`src/rtl/multicycle_ctrl_if.sv`:
```
//------------------------------------------------------------------------------
// multicycle_ctrl_if : bundle between the multicycle control FSM and the datapath
// Rev 1.0
//------------------------------------------------------------------------------
`default_nettype none

interface multicycle_ctrl_if #(
   parameter int CTRL_W = 4,
   parameter int CNT_W  = 32
);
   logic [5:0]        opcode;
   logic [5:0]        funct;
   logic              zero;
   logic              ir_write;
   logic              i_or_d;
   logic              alu_src_a;
   logic [1:0]        alu_src_b;
   logic [CTRL_W-1:0] alu_ctrl;
   logic              reg_dst;
   logic              mem_to_reg;
   logic              reg_write;
   logic              mem_write;
   logic              branch;
   logic              pc_write;
   logic [1:0]        pc_src;
   logic              pc_en;
   logic              instr_done;
   logic              illegal;
   logic [CNT_W-1:0]  retired;

   modport master (
      input  opcode, funct, zero,
      output ir_write, i_or_d, alu_src_a, alu_src_b, alu_ctrl, reg_dst, mem_to_reg,
             reg_write, mem_write, branch, pc_write, pc_src, pc_en, instr_done,
             illegal, retired
   );

   modport slave (
      output opcode, funct, zero,
      input  ir_write, i_or_d, alu_src_a, alu_src_b, alu_ctrl, reg_dst, mem_to_reg,
             reg_write, mem_write, branch, pc_write, pc_src, pc_en, instr_done,
             illegal, retired
   );
endinterface

`default_nettype wire

```
`src/rtl/multicycle_ctrl.sv`:
```
//------------------------------------------------------------------------------
// multicycle_ctrl : multicycle MIPS control sequencer with retire counter
// Rev 1.0
//------------------------------------------------------------------------------
`default_nettype none

module multicycle_ctrl #(
   parameter int CTRL_W = 4,
   parameter int CNT_W  = 32
) (
   input  wire logic          clk,
   input  wire logic          rst_n,
   multicycle_ctrl_if.master  bus
);
   localparam logic [5:0] OP_RTYPE = 6'b000000;
   localparam logic [5:0] OP_J     = 6'b000010;
   localparam logic [5:0] OP_BEQ   = 6'b000100;
   localparam logic [5:0] OP_ADDI  = 6'b001000;
   localparam logic [5:0] OP_LW    = 6'b100011;
   localparam logic [5:0] OP_SW    = 6'b101011;

   localparam logic [5:0] FN_ADD = 6'b100000;
   localparam logic [5:0] FN_SUB = 6'b100010;
   localparam logic [5:0] FN_AND = 6'b100100;
   localparam logic [5:0] FN_OR  = 6'b100101;
   localparam logic [5:0] FN_SLT = 6'b101010;

   localparam logic [CTRL_W-1:0] ALU_ADD = CTRL_W'(4'b0010);
   localparam logic [CTRL_W-1:0] ALU_SUB = CTRL_W'(4'b0110);
   localparam logic [CTRL_W-1:0] ALU_AND = CTRL_W'(4'b0000);
   localparam logic [CTRL_W-1:0] ALU_OR  = CTRL_W'(4'b0001);
   localparam logic [CTRL_W-1:0] ALU_SLT = CTRL_W'(4'b0111);

   typedef enum logic [3:0] {
      S_FETCH   = 4'd0,
      S_DECODE  = 4'd1,
      S_MEMADR  = 4'd2,
      S_MEMRD   = 4'd3,
      S_MEMWB   = 4'd4,
      S_MEMWR   = 4'd5,
      S_EXEC    = 4'd6,
      S_ALUWB   = 4'd7,
      S_BEQ     = 4'd8,
      S_ADDIEX  = 4'd9,
      S_ADDIWB  = 4'd10,
      S_JUMP    = 4'd11,
      S_ILLEGAL = 4'd12
   } state_t;

   typedef struct packed {
      logic              ir_write;
      logic              i_or_d;
      logic              alu_src_a;
      logic [1:0]        alu_src_b;
      logic [CTRL_W-1:0] alu_ctrl;
      logic              reg_dst;
      logic              mem_to_reg;
      logic              reg_write;
      logic              mem_write;
      logic              branch;
      logic              pc_write;
      logic [1:0]        pc_src;
      logic              instr_done;
   } ctrl_t;

   state_t           state_q, state_d;
   ctrl_t            ctrl_q, ctrl_d;
   logic             run_q;
   logic             illegal_q;
   logic [CNT_W-1:0] retired_q;
   logic             funct_ok;
   logic [CTRL_W-1:0] funct_alu;

   always_comb begin
      funct_ok  = 1'b1;
      funct_alu = ALU_ADD;
      case (bus.funct)
         FN_ADD:  funct_alu = ALU_ADD;
         FN_SUB:  funct_alu = ALU_SUB;
         FN_AND:  funct_alu = ALU_AND;
         FN_OR:   funct_alu = ALU_OR;
         FN_SLT:  funct_alu = ALU_SLT;
         default: funct_ok  = 1'b0;
      endcase
   end

   // run_q holds the first post-reset cycle in FETCH so its outputs are loaded before use.
   always_comb begin
      state_d = S_FETCH;
      if (run_q) begin
         case (state_q)
            S_FETCH:  state_d = S_DECODE;
            S_DECODE: begin
               case (bus.opcode)
                  OP_LW, OP_SW: state_d = S_MEMADR;
                  OP_RTYPE:     state_d = S_EXEC;
                  OP_BEQ:       state_d = S_BEQ;
                  OP_ADDI:      state_d = S_ADDIEX;
                  OP_J:         state_d = S_JUMP;
                  default:      state_d = S_ILLEGAL;
               endcase
            end
            S_MEMADR: state_d = (bus.opcode == OP_LW) ? S_MEMRD : S_MEMWR;
            S_MEMRD:  state_d = S_MEMWB;
            S_EXEC:   state_d = funct_ok ? S_ALUWB : S_ILLEGAL;
            S_ADDIEX: state_d = S_ADDIWB;
            default:  state_d = S_FETCH;
         endcase
      end
   end

   // Outputs are decoded from the state being entered, so they are registered yet Moore.
   always_comb begin
      ctrl_d = '0;
      case (state_d)
         S_FETCH: begin
            ctrl_d.ir_write  = 1'b1;
            ctrl_d.pc_write  = 1'b1;
            ctrl_d.alu_src_b = 2'b01;
            ctrl_d.alu_ctrl  = ALU_ADD;
         end
         S_DECODE: begin
            ctrl_d.alu_src_b = 2'b11;
            ctrl_d.alu_ctrl  = ALU_ADD;
         end
         S_MEMADR, S_ADDIEX: begin
            ctrl_d.alu_src_a = 1'b1;
            ctrl_d.alu_src_b = 2'b10;
            ctrl_d.alu_ctrl  = ALU_ADD;
         end
         S_MEMRD: ctrl_d.i_or_d = 1'b1;
         S_MEMWB: begin
            ctrl_d.reg_write  = 1'b1;
            ctrl_d.mem_to_reg = 1'b1;
            ctrl_d.instr_done = 1'b1;
         end
         S_MEMWR: begin
            ctrl_d.i_or_d     = 1'b1;
            ctrl_d.mem_write  = 1'b1;
            ctrl_d.instr_done = 1'b1;
         end
         S_EXEC: begin
            ctrl_d.alu_src_a = 1'b1;
            ctrl_d.alu_ctrl  = funct_alu;
         end
         S_ALUWB: begin
            ctrl_d.reg_write  = 1'b1;
            ctrl_d.reg_dst    = 1'b1;
            ctrl_d.instr_done = 1'b1;
         end
         S_BEQ: begin
            ctrl_d.alu_src_a  = 1'b1;
            ctrl_d.alu_ctrl   = ALU_SUB;
            ctrl_d.branch     = 1'b1;
            ctrl_d.pc_src     = 2'b01;
            ctrl_d.instr_done = 1'b1;
         end
         S_ADDIWB: begin
            ctrl_d.reg_write  = 1'b1;
            ctrl_d.instr_done = 1'b1;
         end
         S_JUMP: begin
            ctrl_d.pc_write   = 1'b1;
            ctrl_d.pc_src     = 2'b10;
            ctrl_d.instr_done = 1'b1;
         end
         default: ctrl_d = '0;
      endcase
   end

   always_ff @(posedge clk or negedge rst_n) begin
      if (!rst_n) begin
         state_q   <= S_FETCH;
         ctrl_q    <= '0;
         run_q     <= 1'b0;
         illegal_q <= 1'b0;
         retired_q <= '0;
      end else begin
         run_q   <= 1'b1;
         state_q <= state_d;
         ctrl_q  <= ctrl_d;
         if (state_d == S_ILLEGAL) begin
            illegal_q <= 1'b1;
         end
         if (ctrl_q.instr_done) begin
            retired_q <= retired_q + CNT_W'(1);
         end
      end
   end

   assign bus.ir_write   = ctrl_q.ir_write;
   assign bus.i_or_d     = ctrl_q.i_or_d;
   assign bus.alu_src_a  = ctrl_q.alu_src_a;
   assign bus.alu_src_b  = ctrl_q.alu_src_b;
   assign bus.alu_ctrl   = ctrl_q.alu_ctrl;
   assign bus.reg_dst    = ctrl_q.reg_dst;
   assign bus.mem_to_reg = ctrl_q.mem_to_reg;
   assign bus.reg_write  = ctrl_q.reg_write;
   assign bus.mem_write  = ctrl_q.mem_write;
   assign bus.branch     = ctrl_q.branch;
   assign bus.pc_write   = ctrl_q.pc_write;
   assign bus.pc_src     = ctrl_q.pc_src;
   assign bus.pc_en      = ctrl_q.pc_write | (ctrl_q.branch & bus.zero);
   assign bus.instr_done = ctrl_q.instr_done;
   assign bus.illegal    = illegal_q;
   assign bus.retired    = retired_q;

endmodule

`default_nettype wire
```
`src/flat_wrapper.sv`:
```
// flat-port wrapper written by rule: the top's interface ports become plain ports
module multicycle_ctrl_flat 
#(
   parameter int CTRL_W = 4,
   parameter int CNT_W  = 32
)
  (clk, rst_n, bus_opcode, bus_funct, bus_zero, bus_ir_write, bus_i_or_d, bus_alu_src_a, bus_alu_src_b, bus_alu_ctrl, bus_reg_dst, bus_mem_to_reg, bus_reg_write, bus_mem_write, bus_branch, bus_pc_write, bus_pc_src, bus_pc_en, bus_instr_done, bus_illegal, bus_retired);
  multicycle_ctrl_if #(.CTRL_W(CTRL_W), .CNT_W(CNT_W)) bus_i ();
  input  wire logic clk;
  input  wire logic rst_n;
  input wire logic [$bits(bus_i.opcode)-1:0] bus_opcode;
  input wire logic [$bits(bus_i.funct)-1:0] bus_funct;
  input wire logic [$bits(bus_i.zero)-1:0] bus_zero;
  output wire logic [$bits(bus_i.ir_write)-1:0] bus_ir_write;
  output wire logic [$bits(bus_i.i_or_d)-1:0] bus_i_or_d;
  output wire logic [$bits(bus_i.alu_src_a)-1:0] bus_alu_src_a;
  output wire logic [$bits(bus_i.alu_src_b)-1:0] bus_alu_src_b;
  output wire logic [$bits(bus_i.alu_ctrl)-1:0] bus_alu_ctrl;
  output wire logic [$bits(bus_i.reg_dst)-1:0] bus_reg_dst;
  output wire logic [$bits(bus_i.mem_to_reg)-1:0] bus_mem_to_reg;
  output wire logic [$bits(bus_i.reg_write)-1:0] bus_reg_write;
  output wire logic [$bits(bus_i.mem_write)-1:0] bus_mem_write;
  output wire logic [$bits(bus_i.branch)-1:0] bus_branch;
  output wire logic [$bits(bus_i.pc_write)-1:0] bus_pc_write;
  output wire logic [$bits(bus_i.pc_src)-1:0] bus_pc_src;
  output wire logic [$bits(bus_i.pc_en)-1:0] bus_pc_en;
  output wire logic [$bits(bus_i.instr_done)-1:0] bus_instr_done;
  output wire logic [$bits(bus_i.illegal)-1:0] bus_illegal;
  output wire logic [$bits(bus_i.retired)-1:0] bus_retired;
  assign bus_i.opcode = bus_opcode;
  assign bus_i.funct = bus_funct;
  assign bus_i.zero = bus_zero;
  assign bus_ir_write = bus_i.ir_write;
  assign bus_i_or_d = bus_i.i_or_d;
  assign bus_alu_src_a = bus_i.alu_src_a;
  assign bus_alu_src_b = bus_i.alu_src_b;
  assign bus_alu_ctrl = bus_i.alu_ctrl;
  assign bus_reg_dst = bus_i.reg_dst;
  assign bus_mem_to_reg = bus_i.mem_to_reg;
  assign bus_reg_write = bus_i.reg_write;
  assign bus_mem_write = bus_i.mem_write;
  assign bus_branch = bus_i.branch;
  assign bus_pc_write = bus_i.pc_write;
  assign bus_pc_src = bus_i.pc_src;
  assign bus_pc_en = bus_i.pc_en;
  assign bus_instr_done = bus_i.instr_done;
  assign bus_illegal = bus_i.illegal;
  assign bus_retired = bus_i.retired;
  multicycle_ctrl #(.CTRL_W(CTRL_W), .CNT_W(CNT_W)) u_core (.clk(clk), .rst_n(rst_n), .bus(bus_i));
endmodule
```
`config.mk`:
```
export PLATFORM = sky130hd
export DESIGN_NAME = multicycle_ctrl_flat
export DESIGN_NICKNAME = d
export VERILOG_FILES = /design/src/rtl/multicycle_ctrl_if.sv /design/src/rtl/multicycle_ctrl.sv /design/src/flat_wrapper.sv
export SDC_FILE = /design/constraint.sdc
export NUM_CORES = 1
export LEC_CHECK = 0
export CAP_MARGIN = 40
export CORE_MARGIN = 5
export CORE_UTILIZATION = 44
export DETAILED_ROUTE_END_ITERATION = 16
export PLACE_DENSITY = 0.76
export SKIP_CTS_REPAIR_TIMING = 1
export SLEW_MARGIN = 15
export SYNTH_ARGS = -nofsm -noshare
export SYNTH_HDL_FRONTEND = slang
export SYNTH_SLANG_ARGS = --single-unit
export TNS_END_PERCENT = 30
```
`constraint.sdc`:
```
create_clock -name clk -period 1.9 [get_ports clk]
set_clock_uncertainty 0.05 [all_clocks]
set_input_delay 0.285 -clock clk [delete_from_list [all_inputs] [get_ports clk]]
set_output_delay 0.285 -clock clk [all_outputs]
set_load 0.01 [all_outputs]
```
Yosys cells after proc, flatten, opt, wreduce, memory -nomap -nowiden
Index checks and enable logic that the tools add are counted.
{ "classes": {"n_eq_ne": 27, "n_bitwise": 2, "n_reduce_logical": 12, "n_addsub": 1, "muxes": 20} }
{ "ops": {"columns": ["op", "n"], "rows": [
  ["$eq A6 B6 Y1 const B", 7],
  ["$add A32 B1 Y32 const B", 1],
  ["$eq A4 B4 Y1 const B", 6],
  ["$pmux W4 S6", 1],
  ["$eq A4 B3 Y1 const B", 5],
  ["$pmux W4 S5", 1],
  ["$eq A4 B2 Y1 const B", 4],
  ["$pmux W3 S4", 1],
  ["$mux W1", 11],
  ["$pmux W3 S3", 1],
  ["$eq A4 B1 Y1 const B", 2],
  ["$logic_not A4 Y1", 2],
  ["$mux W4", 2],
  ["$reduce_or A2 Y1", 4],
  ["$reduce_or A4 Y1", 2],
  ["$eq A6 B2 Y1 const B", 1],
  ["$eq A6 B3 Y1 const B", 1],
  ["$eq A6 B4 Y1 const B", 1],
  ["$logic_not A6 Y1", 1],
  ["$pmux W2 S3", 1],
  ["$reduce_or A6 Y1", 1],
  ["$reduce_or A5 Y1", 1],
  ["$pmux W2 S2", 1],
  ["$mux W3", 1],
  ["other kinds (3)", 3]
]} }
{ "totals": {"word_cells": 79, "out_inout_bits": 52, "register_bits": 55} }

Longest topological paths before layout
Gate-level depths: netlist of the first run.
{ "depth": {"word_depth": 9, "mapped_depth": 6} }

Worst setup path before layout of the first run
No wires, ideal clock.
{ "synth_path": {"kind": "input port to flip-flop", "from": "input bus_opcode[1]", "to": "register u_core.ctrl_q, in the netlist u_core.bus.alu_ctrl[2]", "arrival_time_ns": 1.980, "slack_ns": -0.208, "cell_stages": 5, "required_time_ns": 1.772, "n_path_buf": 0, "cell_sequence": "or4_4 a2111oi_4 o22ai_2 or4_1 a21oi_1"} }
{ "synth_lines": {"columns": ["element", "line_no", "text"], "rows": [
  ["start: declaration", "flat_wrapper.sv:11", "input wire logic [$bits(bus_i.opcode)-1:0] bus_opcode;"],
  ["end signal: assignment", "multicycle_ctrl.sv:181", "ctrl_q <= ctrl_d;"],
  ["end: declaration", "multicycle_ctrl.sv:67", "ctrl_t ctrl_q, ctrl_d;"]
]} }

==> flow_summary.html, run 1 <==
<table>
<tr><th>Metric</th><th>Value</th></tr>
<tr><th colspan="2">Status</th></tr>
<tr><td>Outcome</td><td>finished with violations</td></tr>
<tr><td>Violated checks</td><td>setup timing</td></tr>
<tr><th colspan="2">GRT</th></tr>
<tr><td>First-pass GRT wire length</td><td>around 10 mm</td></tr>
<tr><td>Vias in the first global route</td><td>2258</td></tr>
<tr><td>Overflow after GRT</td><td>0</td></tr>
<tr><td>Initial antenna violation count</td><td>0</td></tr>
<tr><td>Overall fraction of global-route tracks in use</td><td>17.7%</td></tr>
<tr><td>Pin count of the biggest net entering global routing</td><td>37</td></tr>
<tr><th colspan="2">Routing</th></tr>
<tr><td>DR pass1 iterations</td><td>4</td></tr>
<tr><td>Antenna-violating nets left</td><td>0</td></tr>
<tr><td>Via count</td><td>2273</td></tr>
<tr><td>Per-cell via count in the routed design</td><td>between 5 and 6</td></tr>
<tr><td>Drt drc</td><td>0</td></tr>
<tr><td>Final routed wire length divided by cell count</td><td>approximately 16 µm</td></tr>
<tr><td>Final Routed Wirelength</td><td>~6.8 mm</td></tr>
<tr><td>Starting DRT DRC Count</td><td>170</td></tr>
<tr><th colspan="2">Yosys</th></tr>
<tr><td>Post-Syn Area</td><td>around 2500 µm²</td></tr>
<tr><td>Cells after synthesis</td><td>roughly 240</td></tr>
<tr><td>FF+latch count, synth</td><td>54</td></tr>
<tr><td>Post-Synth XOR/XNOR Area</td><td>11.4%</td></tr>
<tr><td>Simple-gate area share of the yosys netlist</td><td>roughly a quarter</td></tr>
<tr><td>Synthesized-area fraction occupied by ao, oa, aoi and oai cells</td><td>about 7.7%</td></tr>
<tr><td>Synth warnings</td><td>0</td></tr>
<tr><td>Asr flop ratio synth</td><td>100%</td></tr>
<tr><td>Fraction of the mapped netlist area in adder cells</td><td>0.492%</td></tr>
<tr><td>Synthesized area divided by synthesized cell count</td><td>between 10 and 15 µm²</td></tr>
<tr><td>Total nets after synthesis</td><td>~250</td></tr>
<tr><td>Largest family of logic cells by synthesized area</td><td>simple AND/OR/NAND/NOR gates</td></tr>
<tr><td>Number of distinct library cells after synthesis</td><td>45</td></tr>
<tr><td>Register area share after synthesis</td><td>53.2%</td></tr>
<tr><td>Post-synth EDFFs</td><td>0</td></tr>
<tr><td>Fraction of synthesized area in multiplexers</td><td>less than 1%</td></tr>
<tr><td>Commonest register cell after synthesis</td><td>sky130_fd_sc_hd__dfrtp_1</td></tr>
<tr><th colspan="2">Power and ir drop</th></tr>
<tr><td>Power per cell area</td><td>between 900 and 1000 nW/µm²</td></tr>
<tr><td>Static power due to leakage</td><td>about 1.7 nW</td></tr>
<tr><td>Post-layout total power</td><td>a little under 4 mW</td></tr>
<tr><td>Worst vdd ir</td><td>a little under 0.7 mV</td></tr>
<tr><th colspan="2">Cells and area</th></tr>
<tr><td>Layout Utilization</td><td>70.9%</td></tr>
<tr><td>Most common library cell in the layout ignoring fill and taps</td><td>sky130_fd_sc_hd__clkdlybuf4s50_1</td></tr>
<tr><td>Synth-to-layout area growth</td><td>55.4%</td></tr>
<tr><td>Most frequent cells in the layout</td><td>sky130_fd_sc_hd__clkdlybuf4s50_1, sky130_fd_sc_hd__dfrtp_1, sky130_fd_sc_hd__buf_4</td></tr>
<tr><td>Area used by multi-input combinational logic</td><td>1340 µm²</td></tr>
<tr><td>Flip-flop count of the largest register after layout</td><td>32</td></tr>
<tr><td>Sequential Area</td><td>1350 µm²</td></tr>
<tr><td>Fraction of layout cells with a size suffix above 1</td><td>between 20% and 30%</td></tr>
<tr><td>Layout filler cell count</td><td>approximately 390</td></tr>
<tr><td>Number of nets in the finished design</td><td>~370</td></tr>
<tr><td>Antenna diode instance count</td><td>0</td></tr>
<tr><th colspan="2">Placement</th></tr>
<tr><td>HPWL reported at the end of detailed placement</td><td>4.75 mm</td></tr>
<tr><td>Total of buffers placed on input and output ports</td><td>65</td></tr>
<tr><td>Worst slack at placement</td><td>-680 ps</td></tr>
<tr><td>Final Wtd Congestion</td><td>around 0.86</td></tr>
<tr><th colspan="2">Clock tree</th></tr>
<tr><td>CTS Buf Count</td><td>5</td></tr>
<tr><td>Root buffer selected by CTS</td><td>sky130_fd_sc_hd__clkbuf_8</td></tr>
<tr><td>Number of H-tree branching levels</td><td>2</td></tr>
<tr><td>Clock transition time at the flip-flop clock pins of the worst setup and hold paths</td><td>100 ps</td></tr>
<tr><td>Worst-skew pair later-pin latency</td><td>a little over 300 ps</td></tr>
<tr><td>Clock Path Buffers</td><td>2</td></tr>
<tr><td>Clock tree from TritonCTS</td><td>yes</td></tr>
<tr><td>Number of clock sinks</td><td>54</td></tr>
<tr><th colspan="2">Run</th></tr>
<tr><td># Max-Cap Violations</td><td>0</td></tr>
<tr><th colspan="2">Floorplan</th></tr>
<tr><td>I/O pin total</td><td>between 60 and 70</td></tr>
<tr><td>Die extent in x</td><td>86.0 µm</td></tr>
<tr><td>Standard cell core area</td><td>about 5600 µm²</td></tr>
<tr><td>Die Footprint</td><td>between 7000 and 8000 µm²</td></tr>
<tr><td>Standard-cell rows</td><td>27</td></tr>
<tr><td>Chip Height</td><td>86.0 µm</td></tr>
<tr><td>Initial Utilization</td><td>45.6%</td></tr>
<tr><th colspan="2">STA</th></tr>
<tr><td>Setup ws final</td><td>-100 ps</td></tr>
<tr><td>RSZ-0062 raised after global routing</td><td>yes</td></tr>
<tr><td>Shortest clock period the worst path allows after layout</td><td>around 2000 ps</td></tr>
<tr><td>Maximum achievable frequency</td><td>about 500 MHz</td></tr>
<tr><td>Setup-violating endpoint count in the final report</td><td>5</td></tr>
<tr><td>Final Hold Viols</td><td>0</td></tr>
<tr><td>Hold Worst Slack</td><td>396 ps</td></tr>
<tr><td>Number of max-slew violations in the final report</td><td>0</td></tr>
<tr><td>Part of the cycle the worst path needs</td><td>105%</td></tr>
<tr><th colspan="2">Worst setup path</th></tr>
<tr><td>Crit-path max cell delay</td><td>between 500 and 600 ps</td></tr>
<tr><td>WP buf/inv</td><td>2</td></tr>
<tr><td>Required time at the endpoint of the critical path</td><td>2100 ps</td></tr>
<tr><td>Critical path's slowest cell</td><td>sky130_fd_sc_hd__or4_4</td></tr>
<tr><td>Critical Path Start Type</td><td>register</td></tr>
<tr><td>Arrival time of data at the critical path endpoint</td><td>approximately 2200 ps</td></tr>
<tr><td>Family with the most delay on the worst path</td><td>simple AND/OR/NAND/NOR gates</td></tr>
<tr><td>Cell with the most instances on the worst path</td><td>sky130_fd_sc_hd__buf_4</td></tr>
<tr><td>Type of destination of the critical path</td><td>register</td></tr>
<tr><td>Type of the worst setup path</td><td>reg2reg</td></tr>
<tr><td>Maximum net fanout on the critical path</td><td>5</td></tr>
<tr><td>List of cells traversed by the critical path</td><td>buf_4 &gt; nor2b_4 &gt; o311a_4 &gt; a211oi_4 &gt; buf_4 &gt; or4_4 &gt; a21oi_2</td></tr>
<tr><th colspan="2">Min path</th></tr>
<tr><td>Hold crit path type</td><td>in2async</td></tr>
</table>
==> final cells by class <==
class	instances	share of cell area, %
Multi-Input combinational cell	167	34.0
Tap cell	72	2.28
Sequential cell	54	34.3
Clock inverter	2	0.317
Clock buffer	6	2.09
Timing Repair Buffer	111	26.0
Inverter	11	1.05
==> Yosys cell counts, drive strengths merged (4+ instances only) <==
cell type   n  area [µm²]
dfrtp      54        1350
xnor2      20         175
nand2      17        63.8
nor3       16        80.1
nand3      15        75.1
xor2       13         114
nand4      12        75.1
nor2       11        41.3
inv        10        37.5
nand2b      6        37.5
and3        5        32.5
nor3b       5        37.5
nor4        5        31.3
a21oi       4        20.0
==> cells by family after synthesis <==
| logic type | Yosys count |
|---|---|
| flip-flops | 54 |
| AO/OA/AOI/OAI | 22 |
| AND/OR/NAND/NOR | 107 |
| multiplexers | 2 |
| buffers and inverters | 16 |
| other | 2 |
| XOR/XNOR | 33 |
| adder cells (fa/ha/maj) | 1 |
==> power breakdown <==
part / internal, mW / switching (mW)
clock: 0.294 / 0.374
sequential: 1.32 / 0.119
combinational: 0.909 / 0.836
==> final timing paths <==
path	depth (start not counted)	from	slack [ps]	end
min	2	rst_n	400	u_core.bus.i_or_d$_DFF_PN0_
max reg2reg	7	u_core.state_q[0]$_DFF_PN0_	-100	u_core.bus.alu_ctrl[2]$_DFF_PN0_
min reg2reg	1	u_core.bus.retired[31]$_DFFE_PN0P_	430	u_core.bus.retired[31]$_DFFE_PN0P_
min in group clk	1	u_core.bus.retired[31]$_DFFE_PN0P_	430	u_core.bus.retired[31]$_DFFE_PN0P_
max	7	u_core.state_q[0]$_DFF_PN0_	-100	u_core.bus.alu_ctrl[2]$_DFF_PN0_
max in group asynchronous	3	rst_n	840	u_core.state_q[1]$_DFF_PN0_
==> per-stage QoR <==
step	std cells	instance area (µm²)	TNS [ps]
floorplan	237	2560	-266
global placement	412	3600	-8930
detailed placement	412	3600	-10020
CTS	420	3690	-3940
global route	423	3950	-1410
finish	423	3950	-205
==> routing by layer <==
metal,part of all wire [%],GRT usage [%],vias up
li1,-,-,1068
met4,1.3,6.19,0
met5,0,0,-
met2,47,27.8,71
met1,46,24.5,1126
met3,5.7,3.55,8
Power figures use the tool's default switching activity.
==> inputs of run 2 (changes only) <==
--- a/config.mk
+++ b/config.mk
@@ -6,7 +6,6 @@
 export NUM_CORES = 1
 export LEC_CHECK = 0
 export CAP_MARGIN = 40
-export CORE_MARGIN = 5
 export CORE_UTILIZATION = 44
 export DETAILED_ROUTE_END_ITERATION = 16
 export PLACE_DENSITY = 0.76
==> run 2 against run 1 <==
The flow still finishes with violations (setup timing). Register-to-register slack worse by 50 ps. Total power is 1.0% lower. Sequential cell count did not move. Clock-buffer cell count did not move. Combinational power is essentially flat.
==> flow_summary.html, run 2 (synthesis results as in run 1) <==
<table>
<tr><th>Metric</th><th>Value</th></tr>
<tr><th colspan="2">Status</th></tr>
<tr><td>Outcome</td><td>finished with violations</td></tr>
<tr><td>Violated checks</td><td>setup timing</td></tr>
<tr><th colspan="2">Clock tree</th></tr>
<tr><td>Clock Path Buffers</td><td>2</td></tr>
<tr><td>Worst-skew pair later-pin latency</td><td>300 ps</td></tr>
<tr><td>CTS Buf Count</td><td>5</td></tr>
<tr><td>Clock tree from TritonCTS</td><td>yes</td></tr>
<tr><td>Clock transition time at the flip-flop clock pins of the worst setup and hold paths</td><td>90 ps</td></tr>
<tr><td>Number of H-tree branching levels</td><td>2</td></tr>
<tr><td>Number of clock sinks</td><td>54</td></tr>
<tr><td>Root buffer selected by CTS</td><td>sky130_fd_sc_hd__clkbuf_8</td></tr>
<tr><th colspan="2">Worst setup path</th></tr>
<tr><td>Critical Path Start Type</td><td>register</td></tr>
<tr><td>Type of the worst setup path</td><td>reg2reg</td></tr>
<tr><td>Launching element of the worst setup path</td><td>u_core.state_q[0]$_DFF_PN0_</td></tr>
<tr><td>Required time at the endpoint of the critical path</td><td>between 2000 and 2500 ps</td></tr>
<tr><td>Worst reg2reg path endpoint</td><td>u_core.bus.alu_ctrl[2]$_DFF_PN0_</td></tr>
<tr><td>Maximum net fanout on the critical path</td><td>3</td></tr>
<tr><td>WP buf/inv</td><td>0</td></tr>
<tr><td>Family with the most delay on the worst path</td><td>simple AND/OR/NAND/NOR gates</td></tr>
<tr><td>FF-to-FF Start</td><td>u_core.state_q[0]$_DFF_PN0_</td></tr>
<tr><td>Type of destination of the critical path</td><td>register</td></tr>
<tr><td>Reg2Reg Setup Slack</td><td>-150 ps</td></tr>
<tr><td>Number of cells on the worst reg-to-reg path</td><td>5</td></tr>
<tr><td>Critical path's slowest cell</td><td>sky130_fd_sc_hd__or4_4</td></tr>
<tr><td>Arrival time of data at the critical path endpoint</td><td>between 2000 and 2500 ps</td></tr>
<tr><td>Crit-path max cell delay</td><td>between 400 and 500 ps</td></tr>
<tr><td>List of cells traversed by the critical path</td><td>nor4_4 &gt; nand4_1 &gt; and4_1 &gt; or4_4 &gt; a21oi_2</td></tr>
<tr><th colspan="2">STA</th></tr>
<tr><td>Final Hold Viols</td><td>0</td></tr>
<tr><td>RSZ-0062 raised after global routing</td><td>yes</td></tr>
<tr><td>Maximum achievable frequency</td><td>~500 MHz</td></tr>
<tr><td>Number of max-slew violations in the final report</td><td>0</td></tr>
<tr><td>Aggregate negative setup slack</td><td>-634 ps</td></tr>
<tr><td>Setup ws final</td><td>-151 ps</td></tr>
<tr><td>Part of the cycle the worst path needs</td><td>108%</td></tr>
<tr><td>Shortest clock period the worst path allows after layout</td><td>about 2100 ps</td></tr>
<tr><td>Setup-violating endpoint count in the final report</td><td>8</td></tr>
<tr><th colspan="2">Cells and area</th></tr>
<tr><td>Antenna diode instance count</td><td>0</td></tr>
<tr><td>Layout filler cell count</td><td>about 420</td></tr>
<tr><td>Fraction of layout cells with a size suffix above 1</td><td>between 20 and 30%</td></tr>
<tr><td>Flip-flop count of the largest register after layout</td><td>32</td></tr>
<tr><td>Synth-to-layout area growth</td><td>54.2%</td></tr>
<tr><td>Most frequent cells in the layout</td><td>sky130_fd_sc_hd__clkdlybuf4s50_1, sky130_fd_sc_hd__dfrtp_1, sky130_fd_sc_hd__buf_4</td></tr>
<tr><td>Number of nets in the finished design</td><td>370</td></tr>
<tr><td>Most common library cell in the layout ignoring fill and taps</td><td>sky130_fd_sc_hd__clkdlybuf4s50_1</td></tr>
<tr><td>Number of standard cells in the layout, taps in and fillers out</td><td>about 430</td></tr>
<tr><th colspan="2">Power and ir drop</th></tr>
<tr><td>Sw Share</td><td>roughly 34%</td></tr>
<tr><td>Switching power</td><td>between 1 and 1.5 mW</td></tr>
<tr><td>Static power due to leakage</td><td>about 1.7 nW</td></tr>
<tr><td>Post-layout total power</td><td>roughly 3.8 mW</td></tr>
<tr><td>Sequential fraction of design power</td><td>a little under two fifths</td></tr>
<tr><td>Worst vdd ir</td><td>0.748 mV</td></tr>
<tr><td>Power per cell area</td><td>just under 1000 nW/µm²</td></tr>
<tr><td>Combinational Power Share</td><td>45.7%</td></tr>
<tr><td>Int Power</td><td>roughly 2.5 mW</td></tr>
<tr><td>Clk network pwr share</td><td>roughly 17%</td></tr>
<tr><th colspan="2">Placement</th></tr>
<tr><td>Final Wtd Congestion</td><td>0.822</td></tr>
<tr><td>HPWL reported at the end of detailed placement</td><td>4.42 mm</td></tr>
<tr><td>Post-placement cell count</td><td>roughly 420</td></tr>
<tr><td>Worst slack at placement</td><td>-773 ps</td></tr>
<tr><td>Total of buffers placed on input and output ports</td><td>65</td></tr>
<tr><th colspan="2">Routing</th></tr>
<tr><td>Antenna-violating nets left</td><td>0</td></tr>
<tr><td>Via count</td><td>2231</td></tr>
<tr><td>Starting DRT DRC Count</td><td>around 150</td></tr>
<tr><td>Per-cell via count in the routed design</td><td>~5.2</td></tr>
<tr><td>DR pass1 iterations</td><td>4</td></tr>
<tr><td>Final Routed Wirelength</td><td>between 5 and 6 mm</td></tr>
<tr><td>Final routed wire length divided by cell count</td><td>around 14 µm</td></tr>
<tr><td>Drt drc</td><td>0</td></tr>
<tr><th colspan="2">Floorplan</th></tr>
<tr><td>Die extent in x</td><td>about 80 µm</td></tr>
<tr><td>Standard cell core area</td><td>5540 µm²</td></tr>
<tr><td>Chip Height</td><td>78.0 µm</td></tr>
<tr><td>I/O pin total</td><td>between 60 and 70</td></tr>
<tr><td>Initial Utilization</td><td>between 40% and 50%</td></tr>
<tr><td>Standard-cell rows</td><td>27</td></tr>
<tr><td>Die Footprint</td><td>just over 6000 µm²</td></tr>
<tr><th colspan="2">Run</th></tr>
<tr><td># Max-Cap Violations</td><td>0</td></tr>
<tr><th colspan="2">GRT</th></tr>
<tr><td>Pin count of the biggest net entering global routing</td><td>37</td></tr>
<tr><td>Vias in the first global route</td><td>approximately 2100</td></tr>
<tr><td>Overall fraction of global-route tracks in use</td><td>20.3%</td></tr>
<tr><td>First-pass GRT wire length</td><td>approximately 10 mm</td></tr>
<tr><td>Overflow after GRT</td><td>0</td></tr>
<tr><td>Initial antenna violation count</td><td>0</td></tr>
<tr><th colspan="2">Min path</th></tr>
<tr><td>Hold crit path type</td><td>in2async</td></tr>
</table>
==> run 2: per-stage QoR <==
stage | util, % | cell area, µm² | hold WS [ps]
2_1_floorplan | - | 2560 | -60.6
3_3_place_gp | 65.4 | 3620 | 194
3_5_place_dp | 65.4 | 3620 | 189
4_1_cts | 67.1 | 3720 | -126
5_1_grt | 70.7 | 3920 | 427
6_report | 70.7 | 3920 | 396
==> run 2: worst register-to-register path, delay by kind of cell (launching register included) <==
| family | cells | cell delay [ps] |
|---|---|---|
| compound gates | 1 | 160 |
| simple gates | 4 | 1310 |
| flops | 1 | 450 |
==> run 2: worst max path at each step <==
stage / end / cells after the start / slack (ps)
after floorplan: u_core.bus.pc_write$_DFF_PN0_ / 6 / -80
after global placement: u_core.bus.alu_ctrl[2]$_DFF_PN0_ / 7 / -600
after detailed placement: u_core.bus.alu_ctrl[2]$_DFF_PN0_ / 7 / -770
after CTS: u_core.bus.alu_ctrl[2]$_DFF_PN0_ / 7 / -470
after global routing: u_core.bus.alu_ctrl[0]$_DFF_PN0_ / 8 / -300
final: u_core.bus.alu_ctrl[2]$_DFF_PN0_ / 5 / -150
==> run 2: power groups by stage <==
stage / registers, mW / clock network (mW) / logic [mW]
after CTS: 1.42 / 0.658 / 1.49
after global placement: 1.43 / 0 / 1.46
after global routing: 1.44 / 0.706 / 1.88
after floorplan: 1.52 / 0 / 0.598
after detailed placement: 1.44 / 0 / 1.48
final: 1.42 / 0.645 / 1.74
==> run 2: final cells by class <==
type                            instances  area, µm²  area share [%]
Sequential cell                        54       1350            34.5
Clock inverter                          2       12.5           0.319
Clock buffer                            6       82.6            2.11
Timing Repair Buffer                  115       1040            26.6
Multi-Input combinational cell        167       1300            33.1
Tap cell                               72       90.1            2.30
Inverter                               11       41.3            1.05
==> run 2: per-layer routing <==
metal  up-vias  track usage (%)  part of all wire [%]
li1       1071                -                     -
met1      1088             27.9                    47
met2        68             32.6                    47
met3         4             5.29                   4.9
met4         0             4.07                  0.87
met5         -                0                     0
